**config.mk**
```make
export PLATFORM = sky130hd
export DESIGN_NAME = store_merge_rmw_flat
export DESIGN_NICKNAME = d
export VERILOG_FILES = /design/src/rtl/store_merge_rmw_if.sv /design/src/rtl/store_merge_rmw.sv /design/src/flat_wrapper.sv
export SDC_FILE = /design/constraint.sdc
export NUM_CORES = 1
export LEC_CHECK = 0
export BUFFER_PORTS_ARGS = -buffer_cell sky130_fd_sc_hd__buf_2
export CAP_MARGIN = 20
export CORE_MARGIN = 4
export CORE_UTILIZATION = 45
export CTS_CLUSTER_DIAMETER = 120
export DETAILED_ROUTE_END_ITERATION = 8
export PLACE_DENSITY = 0.8
export RECOVER_POWER = 25
export SLEW_MARGIN = 20
export SYNTH_ARGS = -nofsm -noshare
export SYNTH_HDL_FRONTEND = slang
export SYNTH_SLANG_ARGS = --single-unit
export TNS_END_PERCENT = 5
```
**constraint.sdc**
```tcl
create_clock -name clk -period 2.8 [get_ports clk]
set_clock_uncertainty 0.2 [all_clocks]
set_input_delay 0.84 -clock clk [delete_from_list [all_inputs] [get_ports clk]]
set_output_delay 0.84 -clock clk [all_outputs]
set_load 0.02 [all_outputs]
```
**src/rtl/store_merge_rmw_if.sv**
```systemverilog
// Store-merge bus bundle: the core-side store request plus the word-wide memory port.
// The slave view belongs to the merge unit; the master view belongs to the core and memory side.
interface store_merge_rmw_if #(
    parameter int XLEN = 64,
    parameter int AW   = 32
);
    logic            req_valid;
    logic            req_ready;
    logic [AW-1:0]   req_addr;
    logic [1:0]      req_size;
    logic [XLEN-1:0] req_wdata;
    logic [AW-1:0]   mem_addr;
    logic            mem_rd_en;
    logic [XLEN-1:0] mem_rdata;
    logic            mem_wr_en;
    logic [XLEN-1:0] mem_wdata;
    logic            done;
    logic            err;

    modport slave (
        input  req_valid, req_addr, req_size, req_wdata, mem_rdata,
        output req_ready, mem_addr, mem_rd_en, mem_wr_en, mem_wdata, done, err
    );

    modport master (
        output req_valid, req_addr, req_size, req_wdata, mem_rdata,
        input  req_ready, mem_addr, mem_rd_en, mem_wr_en, mem_wdata, done, err
    );
endinterface

```
**src/rtl/store_merge_rmw.sv**
```systemverilog
// Sequential store-merge unit: partial stores do a read-modify-write of the containing
// memory word, full-word stores bypass the read, misaligned/oversized stores are rejected.
module store_merge_rmw #(
    parameter int XLEN   = 64,
    parameter int AW     = 32,
    parameter int RD_LAT = 1
) (
    input logic clk,
    input logic rst_n,
    store_merge_rmw_if.slave bus
);
    localparam int NB    = XLEN / 8;
    localparam int OFF_W = $clog2(NB);
    localparam int MAXSZ = OFF_W;
    localparam int CW    = (RD_LAT > 1) ? $clog2(RD_LAT) : 1;

    typedef enum logic [2:0] {IDLE, READ, WAIT, WRITE, RESP} state_t;

    state_t            state_reg, state_next;
    logic [AW-1:0]     addr_reg, addr_next;
    logic [1:0]        size_reg, size_next;
    logic [OFF_W-1:0]  off_reg, off_next;
    logic [XLEN-1:0]   wdata_reg, wdata_next;
    logic [CW-1:0]     cnt_reg, cnt_next;
    logic              ready_reg, ready_next;
    logic              rd_en_reg, rd_en_next;
    logic              wr_en_reg, wr_en_next;
    logic              done_reg, done_next;
    logic              err_reg, err_next;
    logic [AW-1:0]     mem_addr_reg, mem_addr_next;
    logic [XLEN-1:0]   mem_wdata_reg, mem_wdata_next;

    logic [OFF_W-1:0]  req_off;
    logic [AW-1:0]     req_word;
    logic [OFF_W-1:0]  align_bad;
    logic              req_reject;
    logic [XLEN-1:0]   shifted;
    logic [NB-1:0]     lane_sel;
    logic [XLEN-1:0]   merged;

    assign req_off  = bus.req_addr[OFF_W-1:0];
    assign req_word = {bus.req_addr[AW-1:OFF_W], {OFF_W{1'b0}}};

    // An offset bit below the store size being set means the store is not naturally aligned.
    genvar gi;
    generate
        for (gi = 0; gi < OFF_W; gi++) begin : g_align
            assign align_bad[gi] = bus.req_addr[gi] & (gi < int'(bus.req_size));
        end
    endgenerate

    assign req_reject = (int'(bus.req_size) > MAXSZ) || (|align_bad);

    // Store bytes move up to their lane; only lanes inside the store window take them.
    assign shifted = wdata_reg << {off_reg, 3'b000};

    generate
        for (gi = 0; gi < NB; gi++) begin : g_lane
            assign lane_sel[gi] = (gi >= int'(off_reg)) &&
                                  (gi < int'(off_reg) + (1 << size_reg));
            assign merged[8*gi +: 8] = lane_sel[gi] ? shifted[8*gi +: 8]
                                                    : bus.mem_rdata[8*gi +: 8];
        end
    endgenerate

    always_comb begin
        state_next     = state_reg;
        addr_next      = addr_reg;
        size_next      = size_reg;
        off_next       = off_reg;
        wdata_next     = wdata_reg;
        cnt_next       = cnt_reg;
        ready_next     = 1'b0;
        rd_en_next     = 1'b0;
        wr_en_next     = 1'b0;
        done_next      = 1'b0;
        err_next       = 1'b0;
        mem_addr_next  = mem_addr_reg;
        mem_wdata_next = mem_wdata_reg;

        case (state_reg)
            IDLE: begin
                ready_next = 1'b1;
                if (bus.req_valid && ready_reg) begin
                    addr_next  = req_word;
                    size_next  = bus.req_size;
                    off_next   = req_off;
                    wdata_next = bus.req_wdata;
                    ready_next = 1'b0;
                    if (req_reject) begin
                        state_next = RESP;
                        done_next  = 1'b1;
                        err_next   = 1'b1;
                    end else if (int'(bus.req_size) == MAXSZ) begin
                        state_next     = WRITE;
                        wr_en_next     = 1'b1;
                        done_next      = 1'b1;
                        mem_addr_next  = req_word;
                        mem_wdata_next = bus.req_wdata;
                    end else begin
                        state_next    = READ;
                        rd_en_next    = 1'b1;
                        mem_addr_next = req_word;
                    end
                end
            end
            READ: begin
                state_next = WAIT;
                cnt_next   = CW'(RD_LAT - 1);
            end
            WAIT: begin
                if (cnt_reg != '0) begin
                    cnt_next = cnt_reg - 1'b1;
                end else begin
                    state_next     = WRITE;
                    wr_en_next     = 1'b1;
                    done_next      = 1'b1;
                    mem_addr_next  = addr_reg;
                    mem_wdata_next = merged;
                end
            end
            WRITE, RESP: begin
                state_next = IDLE;
                ready_next = 1'b1;
            end
            default: begin
                state_next = IDLE;
                ready_next = 1'b1;
            end
        endcase
    end

    always_ff @(posedge clk or negedge rst_n) begin
        if (!rst_n) begin
            state_reg     <= IDLE;
            addr_reg      <= '0;
            size_reg      <= '0;
            off_reg       <= '0;
            wdata_reg     <= '0;
            cnt_reg       <= '0;
            ready_reg     <= 1'b1;
            rd_en_reg     <= 1'b0;
            wr_en_reg     <= 1'b0;
            done_reg      <= 1'b0;
            err_reg       <= 1'b0;
            mem_addr_reg  <= '0;
            mem_wdata_reg <= '0;
        end else begin
            state_reg     <= state_next;
            addr_reg      <= addr_next;
            size_reg      <= size_next;
            off_reg       <= off_next;
            wdata_reg     <= wdata_next;
            cnt_reg       <= cnt_next;
            ready_reg     <= ready_next;
            rd_en_reg     <= rd_en_next;
            wr_en_reg     <= wr_en_next;
            done_reg      <= done_next;
            err_reg       <= err_next;
            mem_addr_reg  <= mem_addr_next;
            mem_wdata_reg <= mem_wdata_next;
        end
    end

    assign bus.req_ready = ready_reg;
    assign bus.mem_rd_en = rd_en_reg;
    assign bus.mem_wr_en = wr_en_reg;
    assign bus.done      = done_reg;
    assign bus.err       = err_reg;
    assign bus.mem_addr  = mem_addr_reg;
    assign bus.mem_wdata = mem_wdata_reg;
endmodule

```
**src/flat_wrapper.sv**
```systemverilog
// flat-port wrapper written by rule: the top's interface ports become plain ports
module store_merge_rmw_flat 
#(
    parameter int XLEN   = 64,
    parameter int AW     = 32,
    parameter int RD_LAT = 1
)
  (clk, rst_n, bus_req_valid, bus_req_addr, bus_req_size, bus_req_wdata, bus_mem_rdata, bus_req_ready, bus_mem_addr, bus_mem_rd_en, bus_mem_wr_en, bus_mem_wdata, bus_done, bus_err);
  store_merge_rmw_if #(.XLEN(XLEN), .AW(AW)) bus_i ();
  input logic clk;
  input logic rst_n;
  input wire logic [$bits(bus_i.req_valid)-1:0] bus_req_valid;
  input wire logic [$bits(bus_i.req_addr)-1:0] bus_req_addr;
  input wire logic [$bits(bus_i.req_size)-1:0] bus_req_size;
  input wire logic [$bits(bus_i.req_wdata)-1:0] bus_req_wdata;
  input wire logic [$bits(bus_i.mem_rdata)-1:0] bus_mem_rdata;
  output wire logic [$bits(bus_i.req_ready)-1:0] bus_req_ready;
  output wire logic [$bits(bus_i.mem_addr)-1:0] bus_mem_addr;
  output wire logic [$bits(bus_i.mem_rd_en)-1:0] bus_mem_rd_en;
  output wire logic [$bits(bus_i.mem_wr_en)-1:0] bus_mem_wr_en;
  output wire logic [$bits(bus_i.mem_wdata)-1:0] bus_mem_wdata;
  output wire logic [$bits(bus_i.done)-1:0] bus_done;
  output wire logic [$bits(bus_i.err)-1:0] bus_err;
  assign bus_i.req_valid = bus_req_valid;
  assign bus_i.req_addr = bus_req_addr;
  assign bus_i.req_size = bus_req_size;
  assign bus_i.req_wdata = bus_req_wdata;
  assign bus_i.mem_rdata = bus_mem_rdata;
  assign bus_req_ready = bus_i.req_ready;
  assign bus_mem_addr = bus_i.mem_addr;
  assign bus_mem_rd_en = bus_i.mem_rd_en;
  assign bus_mem_wr_en = bus_i.mem_wr_en;
  assign bus_mem_wdata = bus_i.mem_wdata;
  assign bus_done = bus_i.done;
  assign bus_err = bus_i.err;
  store_merge_rmw #(.XLEN(XLEN), .AW(AW), .RD_LAT(RD_LAT)) u_core (.clk(clk), .rst_n(rst_n), .bus(bus_i));
endmodule
```
==> flow_summary.yaml, run 1 <==
status:
  status: "finished, final reports clean"
routing:
  drc: 0
  wl_per_cell_um: 21.9
  vias_per_cell: 5.79
  wirelength_mm: 33.4
  antenna_left: 0
  drtPass1Iterations: 5
  dr_total_vias: 8828
  drtIter0Drc: 883
cts:
  clockBufferDepth: 2
  path_clk_slew_ns: 0.07
  hold_buffers: 0
  clock_latency_ns: 0.44
  cts_setup_buffers: 0
  cts-htree-levels: 4
  clock_sinks: 199
  numCtsBuffers: 17
  cts_tree: "done"
  cts-root-buf: "clkbuf_16"
logic_synthesis:
  synth_top_area_share_pct: 46.3
  synth_ff_type: "dfrtp_1"
  synthTopCellsByArea: "dfrtp_1 46%, mux2i_1 12%, mux2_2 11%"
  synth_cell_types: 53
  synth_area_um2: 10700
  synth_common_cells: "198 x dfrtp_1, 127 x mux2i_1, 108 x mux2_2, 67 x nand2_1, 53 x o21ai_0"
  avgSynthCellArea_um2: 11.3
  yosysSeqAreaShare_pct: 46.5
  yosysMostFrequentCell: "dfrtp_1"
  synth-async-reset-ratio_pct: 100
  synthCells: 951
  synth_edf_count: 0
  yosys_warnings: 0
  yosys.area.top_type: "dfrtp_1"
  ys_seq_elements: 199
timing:
  fin_crit_ns: 2.75
  clock.fmax_mhz: 364
  finalHoldViolCount: 0
  setup_viol_count_final: 0
  fin_ws_ns: 0.0534
  tightest_slew_ns: 1.27
  period_share_pct: 98.1
  relSlewSlack_pct: 15.1
  slew_violations: 0
power:
  p_comb_share_pct: 56.0
  internal_power_mw: 10.2
  ir_worst_vdd_uv: 711
  seqPwrFrac_pct: 30.5
  clockPowerShare_pct: 13.5
  p_leak_nw: 5.84
  p_sw_share_pct: 44.9
  switchingPower_mw: 8.28
  p_per_area_nw_per_um2: 1410
worst_setup_path:
  start_kind: "flip-flop"
  cp.arrival_ns: 2.83
  critPathKind: "reg -> reg"
  path_max_fanout: 7
  setup.worst_path.end_class: "flip-flop"
  crit_required_ns: 2.89
global_routing:
  antenna_found_initial: 2
  grt_usage_pct: 25.3
  grt_pass1_wl_mm: 51.6
  grt.overflow.total: 0
  grt_pass1_vias: 9006
  grt_max_degree: 67
floorplanning:
  start_util_pct: 45.7
  core_area_um2: 23400
  rows: 56
  die_h_um: 162
  die_area_um2: 26300
  chipWidth_um: 162
  io_pins: 266
finish:
  synthToLayoutAreaGrowth_pct: 22.6
  fin_util_pct: 56.1
  layout-drive-gt1-share_pct: 40.0
  nets: 1362
place:
  pre_cts_slack_ns: 0.0451
  port_buffers: 262
  place.gp.congestion: 0.899
  hpwl_mm: 25.0
flow_run:
  max_cap_viol_count: 0
min_path:
  hold_path.class: "reg -> reg"
power by group through the flow:
stage          combinational, mW  clock (mW)  sequential [mW]
2_1_floorplan               6.30           0             5.99
3_3_place_gp                9.88           0             5.54
3_5_place_dp                10.2           0             5.59
4_1_cts                     10.2        2.55             5.57
5_1_grt                     11.2        2.67             5.78
6_report                    10.3        2.50             5.63
routing by layer:
layer	GRT usage (%)	part of all wire [%]	vias up
met3	6.75	9.5	55
met2	41.1	48	435
li1	-	-	3996
met5	0	0.048	-
met1	33.2	40	4338
met4	8.04	2.8	4
worst max-delay path, cell delays in order (launching register included):
cell and delay (ns):
dfrtp_2 0.45, nor2_1 0.13, ha_2 0.21, fa_2 0.49, or2_2 0.32, a311o_1 0.40, nor2_1 0.12, buf_4 0.17
a222oi_1 0.10
cell families after synthesis:
| family | Yosys count | synth area share [%] |
|---|---|---|
| simple gates | 189 | 9.08 |
| flops | 199 | 46.5 |
| buf+inv | 97 | 4.03 |
| compound gates | 210 | 13.2 |
| other cells | 1 | 0.0350 |
| xor+xnor | 1 | 0.152 |
| fa+ha+maj | 4 | 0.538 |
| mux | 250 | 26.4 |
through the flow:
step | cell area [µm²] | power [mW] | std cells | TNS (ns) | hold WS, ns
after floorplan | 10700 | 12.3 | 953 | 0 | 0.261
after global placement | 12500 | 15.4 | 1493 | 0 | 0.257
after detailed placement | 12500 | 15.8 | 1493 | 0 | 0.273
after CTS | 13100 | 18.3 | 1525 | 0 | 0.159
after global routing | 13100 | 19.6 | 1525 | -0.140 | 0.326
final | 13100 | 18.5 | 1526 | 0 | 0.283
area by class of cell:
type / instances / area (µm²)
well taps: 319 / 399
repair buffers: 298 / 1730
diodes: 1 / 2.50
fillers: 2097 / 10300
flip-flops and latches: 199 / 4990
clock buffers: 18 / 429
clock inverters: 14 / 148
multi-input cells: 657 / 5350
inverters: 20 / 75.1
path summary, 6_finish.rpt:
path                                                startpoint                              endpoint  slack (ns)  depth (start not counted)
hold reg to reg            u_core.bus.mem_addr[24]$_DFFE_PN0P_   u_core.bus.mem_addr[24]$_DFFE_PN0P_        0.28                          2
hold / removal             u_core.bus.mem_addr[24]$_DFFE_PN0P_   u_core.bus.mem_addr[24]$_DFFE_PN0P_        0.28                          2
setup / recovery                u_core.size_reg[0]$_DFFE_PN0P_  u_core.bus.mem_wdata[34]$_DFFE_PN0P_        0.05                          8
min in group asynchronous                                rst_n  u_core.bus.mem_wdata[61]$_DFFE_PN0P_        0.48                          1
max in group asynchronous                                rst_n   u_core.bus.mem_wdata[5]$_DFFE_PN0P_        0.37                          2
setup reg to reg                u_core.size_reg[0]$_DFFE_PN0P_  u_core.bus.mem_wdata[34]$_DFFE_PN0P_        0.05                          8
repair_timing:
item / 4_1_cts / 5_1_grt
endpoints found under the hold margin: 0 / 0
resized for setup: 0 / 10
setup endpoints to repair: 0 / 58
cell usage in the layout (no fill, tap or decap), types with 13 or more instances in the layout:
cell	count
inv_1	20
mux2_2	108
clkbuf_16	17
o221ai_1	19
buf_4	21
buf_2	262
nand2b_1	20
dfrtp_1	193
o22ai_1	17
nand2_1	67
nor3_1	20
a211oi_1	35
nor2_1	19
o21ai_0	53
a222oi_1	13
mux4_2	15
a21oi_1	36
nor2b_1	30
mux2i_1	127
Note: power is estimated with default switching activity, not from simulation.
==> run 2: changes to the inputs <==
Settings changed: ABC_CLOCK_PERIOD_IN_PS from default to 2800, CTS_BUF_LIST from default to sky130_fd_sc_hd__clkbuf_8 sky130_fd_sc_hd__clkbuf_16.
==> run 2 against run 1 <==
Net effect:
- fmax about the same
- sequential power about the same
- sequential share of layout area unchanged
- power about the same
- largest cell class unchanged
==> flow_summary.yaml, run 2 (synthesized netlist as in run 1, its figures left out) <==
status:
  status: "finished, final reports clean"
routing:
  wl_per_cell_um: 21.9
  drtIter0Drc: 883
  vias_per_cell: 5.77
  antenna_left: 0
  drc: 0
  dr_total_vias: 8803
  wirelength_mm: 33.4
  drtPass1Iterations: 6
finish:
  final_cell_area_um2: 13100
  fillers: 2097
  instances_no_fill: 1526
  synthToLayoutAreaGrowth_pct: 22.6
  final_cell_mix: "262 x buf_2, 193 x dfrtp_1, 127 x mux2i_1"
  fin_util_pct: 56.1
  nets: 1362
  layout-drive-gt1-share_pct: 40.0
  mostFrequentLayoutCell: "buf_2"
  multiInputGateArea_um2: 5350
  seq_area_um2: 4990
global_routing:
  grt_max_degree: 67
  grt.overflow.total: 0
  antenna_found_initial: 2
  grt_pass1_wl_mm: 51.6
  grt_pass1_vias: 9006
  grt_usage_pct: 25.3
cts:
  hold_buffers: 0
  cts_resized: 0
  cts_tree: "done"
  cts_setup_buffers: 0
  clockBufferDepth: 2
  cts-root-buf: "clkbuf_16"
  clock_latency_ns: 0.44
  clock_sinks: 199
  numCtsBuffers: 17
  cts-htree-levels: 4
  path_clk_slew_ns: 0.07
place:
  dp_cells: 1493
  place.gp.congestion: 0.899
  port_buffers: 262
  place_area_um2: 12500
  hpwl_mm: 25.0
worst_setup_path:
  slowest_delay_ns: 0.49
  path_max_fanout: 7
  path_cells: "nor2_1, ha_2, fa_2, or2_2, a311o_1, nor2_1, buf_4, a222oi_1"
  crit_start: "u_core.size_reg[0]$_DFFE_PN0P_"
  start_kind: "flip-flop"
  critPathKind: "reg -> reg"
  setup.worst_path.end_class: "flip-flop"
  crit_path_frequent_cell: "nor2_1"
  r2r-start: "u_core.size_reg[0]$_DFFE_PN0P_"
  rr_endpoint: "u_core.bus.mem_wdata[34]$_DFFE_PN0P_"
  cp.arrival_ns: 2.83
  critPathTopFamily: "adder cells"
  ff2ff_setup_slack_ns: 0.06
  path_buf_inv: 1
  worstRegToRegCells: 8
  crit_required_ns: 2.89
  slowest_stage: "fa_2"
timing:
  fin_crit_ns: 2.74
  slew_violations: 0
  finalHoldViolCount: 0
  setup_tns_ns: 0
  whs_ns: 0.283
  clock.fmax_mhz: 364
  period_share_pct: 98.0
  tightest_slew_ns: 1.27
  relSlewSlack_pct: 15.2
  setup_viol_count_final: 0
floorplanning:
  die_h_um: 162
  die_area_um2: 26300
  rows: 56
  start_util_pct: 45.7
  core_area_um2: 23400
  chipWidth_um: 162
  io_pins: 266
min_path:
  min_path_cells: 2
  hold_end: "u_core.bus.mem_addr[24]$_DFFE_PN0P_"
  hold_path.startpoint: "u_core.bus.mem_addr[24]$_DFFE_PN0P_"
  hold_path.class: "reg -> reg"
flow_run:
  max_cap_viol_count: 0
power:
  p_leak_nw: 5.84
  p_per_area_nw_per_um2: 1410
  ir_worst_vdd_uv: 709
==> run 2: cell count changes in the layout (fill, tap and decap cells not counted), sizes merged <==
cell	before	now
clkbuf	20	19
inv	25	26
==> run 2: final cells by class <==
type	instances	share of cell area, %
Antenna cell	1	0.0191
Sequential cell	199	38.0
Tap cell	319	3.04
Inverter	20	0.572
Multi-Input combinational cell	657	40.8
Timing Repair Buffer	298	13.2
Clock inverter	15	1.15
Clock buffer	17	3.24
==> run 2: worst reg2reg max path, delay by kind of cell (launching register included) <==
family | cells | cell delay, ns
and+or+nand+nor | 3 | 0.57
DFF | 1 | 0.45
adders and majority gates | 2 | 0.70
AOI/OAI and AO/OA | 2 | 0.51
buffers and inverters | 1 | 0.17
==> run 2: stage by stage <==
step / power, mW / setup WS [ns]
global route: 19.6 / -0.0344
global placement: 15.4 / 0.117
floorplan: 12.3 / 0.104
finish: 18.5 / 0.0551
CTS: 18.3 / 0.0428
detailed placement: 15.8 / 0.0451
==> run 2: where the power goes <==
group          total [mW]  switching, mW  internal [mW]
clock                2.50           1.17           1.32
sequential           5.63           1.26           4.36
combinational        10.3           5.84           4.49
==> run 2: worst max-delay path by stage <==
| stage | end | slack [ns] | cells after the start |
|---|---|---|---|
| after CTS | u_core.bus.mem_wdata[47]$_DFFE_PN0P_ | 0.04 | 8 |
| after global placement | u_core.bus.mem_wdata[47]$_DFFE_PN0P_ | 0.12 | 8 |
| final | u_core.bus.mem_wdata[34]$_DFFE_PN0P_ | 0.06 | 8 |
| after detailed placement | u_core.bus.mem_wdata[47]$_DFFE_PN0P_ | 0.05 | 8 |
| after global routing | u_core.bus.mem_wdata[36]$_DFFE_PN0P_ | -0.03 | 8 |
| after floorplan | u_core.bus.mem_wdata[40]$_DFFE_PN0P_ | 0.10 | 9 |
==> run 2: per-layer routing <==
metal,wire [µm],track usage [%],vias to the layer above
li1,-,-,3996
met1,13300,33.2,4329
met2,15900,41.1,423
met3,3260,6.75,51
met4,902,8.04,4
met5,16,0,-
==> run 3: changes to the inputs <==
Settings changed: PLACE_DENSITY 0.8 to 0.72.
==> run 3 against run 2 <==
Net effect:
- register-to-register slack worse by 0.02 ns
- worst hold slack worse by 0.0066 ns
- global-route usage fell by 1.1 points
- critical path depth unchanged
- power fell by 0.42%
- first-iteration DRC count is 14% lower
- sequential share of layout area up 0.090 points
- core utilization down 0.16 points
- die area unchanged
- largest power group unchanged
- design area shrank 0.29%
==> flow_summary.yaml, run 3 (synthesized netlist as in run 1, its figures left out) <==
status:
  status: "finished, final reports clean"
power:
  ir_worst_vdd_uv: 593
  clockPowerShare_pct: 13.0
  p_sw_share_pct: 45.1
  finalPower_mw: 18.4
  seqPwrFrac_pct: 30.4
  p_leak_nw: 5.85
  internal_power_mw: 10.1
  p_comb_share_pct: 56.6
  switchingPower_mw: 8.29
  p_per_area_nw_per_um2: 1400
cts:
  path_clk_slew_ns: 0.08
  cts-root-buf: "clkbuf_16"
  cts_tree: "done"
  clockBufferDepth: 2
  clock_sinks: 199
  cts-htree-levels: 4
  clock_latency_ns: 0.43
  cts_setup_buffers: 0
  numCtsBuffers: 17
floorplanning:
  io_pins: 266
  rows: 56
  die_h_um: 162
  start_util_pct: 45.7
  die_area_um2: 26300
  chipWidth_um: 162
  core_area_um2: 23400
finish:
  mostFrequentLayoutCell: "buf_2"
  synthToLayoutAreaGrowth_pct: 22.2
  diodes: 0
  nets: 1369
  final_cell_mix: "261 x buf_2, 195 x dfrtp_1, 127 x mux2i_1"
  layout-drive-gt1-share_pct: 39.8
worst_setup_path:
  path_buf_inv: 2
  cp.arrival_ns: 2.83
  start_kind: "flip-flop"
  crit_required_ns: 2.87
  critPathKind: "reg -> reg"
  critPathTopFamily: "simple AND/OR/NAND/NOR gates"
  slowest_stage: "fa_1"
  path_cells: "buf_4, nor2b_1, fa_1, or2_2, a311o_1, nor2_1, buf_4, a222oi_1"
  slowest_delay_ns: 0.53
  setup.worst_path.end_class: "flip-flop"
  crit_path_frequent_cell: "buf_4"
  path_max_fanout: 6
global_routing:
  grt_max_degree: 73
  grt.overflow.total: 0
  grt_pass1_wl_mm: 49.7
  grt_usage_pct: 24.2
  antenna_found_initial: 2
  grt_pass1_vias: 8684
timing:
  rsz0062_at_grt: "true"
  relSlewSlack_pct: 12.1
  setup_viol_count_final: 0
  clock.fmax_mhz: 362
  tightest_slew_ns: 1.32
  slew_violations: 0
  setup_tns_ns: 0
  finalHoldViolCount: 0
  fin_crit_ns: 2.76
  period_share_pct: 98.7
routing:
  drtPass1Iterations: 5
  dr_total_vias: 8734
  antenna_left: 0
  drtIter0Drc: 756
  wirelength_mm: 32.5
  wl_per_cell_um: 21.2
  drc: 0
  vias_per_cell: 5.70
place:
  hpwl_mm: 24.4
  place.gp.congestion: 0.970
  port_buffers: 262
flow_run:
  max_cap_viol_count: 0
min_path:
  hold_path.class: "reg -> reg"
## run 3: final timing paths
check                                                     from                              endpoint  slack (ns)  cells past startpoint
min in group asynchronous                                rst_n  u_core.bus.mem_wdata[59]$_DFFE_PN0P_        0.49                      1
max in group asynchronous                                rst_n   u_core.bus.mem_addr[15]$_DFFE_PN0P_        0.39                      2
min                        u_core.bus.mem_addr[25]$_DFFE_PN0P_   u_core.bus.mem_addr[25]$_DFFE_PN0P_        0.28                      2
max                             u_core.size_reg[1]$_DFFE_PN0P_  u_core.bus.mem_wdata[37]$_DFFE_PN0P_        0.04                      8
max reg2reg                     u_core.size_reg[1]$_DFFE_PN0P_  u_core.bus.mem_wdata[37]$_DFFE_PN0P_        0.04                      8
min reg2reg                u_core.bus.mem_addr[25]$_DFFE_PN0P_   u_core.bus.mem_addr[25]$_DFFE_PN0P_        0.28                      2
## run 3: timing repair
item | CTS | global route
pin swaps | 0 | 3
resized for setup | 1 | 2
endpoints found under the setup margin | 2 | 39
hold buffers | 0 | 0
## run 3: layout make-up
type / instances / area, µm²
clock inverter: 15 / 136
multi-input combinational: 657 / 5340
tap: 319 / 399
timing repair buffer: 305 / 1720
fill: 2133 / 10300
inverter: 20 / 75.1
sequential: 199 / 4980
clock buffer: 17 / 425
## run 3: per-stage QoR
| step | std cells | utilization [%] | worst slack (ns) | hold slack, ns | cell area (µm²) |
|---|---|---|---|---|---|
| detailed placement | 1500 | 53.7 | 0.0225 | 0.266 | 12600 |
| global placement | 1500 | 53.7 | 0.110 | 0.259 | 12600 |
| CTS | 1532 | 56.1 | 0.0248 | 0.168 | 13100 |
| finish | 1532 | 55.9 | 0.0373 | 0.277 | 13100 |
| floorplan | 953 | - | 0.104 | 0.261 | 10700 |
| global route | 1532 | 55.9 | -0.116 | 0.299 | 13100 |
## run 3: per-layer routing
metal | GRT usage (%) | vias up | part of all wire (%)
met5 | 0 | - | 0.043
met3 | 5.99 | 46 | 7.8
li1 | - | 4004 | -
met1 | 33.3 | 4317 | 43
met4 | 6.92 | 4 | 2.5
met2 | 38.3 | 363 | 47
## run 3: worst register-to-register path, delay by kind of cell, from the launching register on
| family | cells | cell delay (ns) |
|---|---|---|
| AO/OA/AOI/OAI | 2 | 0.51 |
| buffers and inverters | 2 | 0.33 |
| AND/OR/NAND/NOR | 3 | 0.63 |
| flip-flops | 1 | 0.40 |
| adder cells (fa/ha/maj) | 1 | 0.53 |
## run 3: power by group through the flow
stage | clock [mW] | sequential [mW] | combinational [mW]
detailed placement | 0 | 5.57 | 10.3
finish | 2.40 | 5.58 | 10.4
floorplan | 0 | 5.99 | 6.30
CTS | 2.45 | 5.54 | 10.3
global placement | 0 | 5.55 | 10.0
global route | 2.56 | 5.73 | 11.2
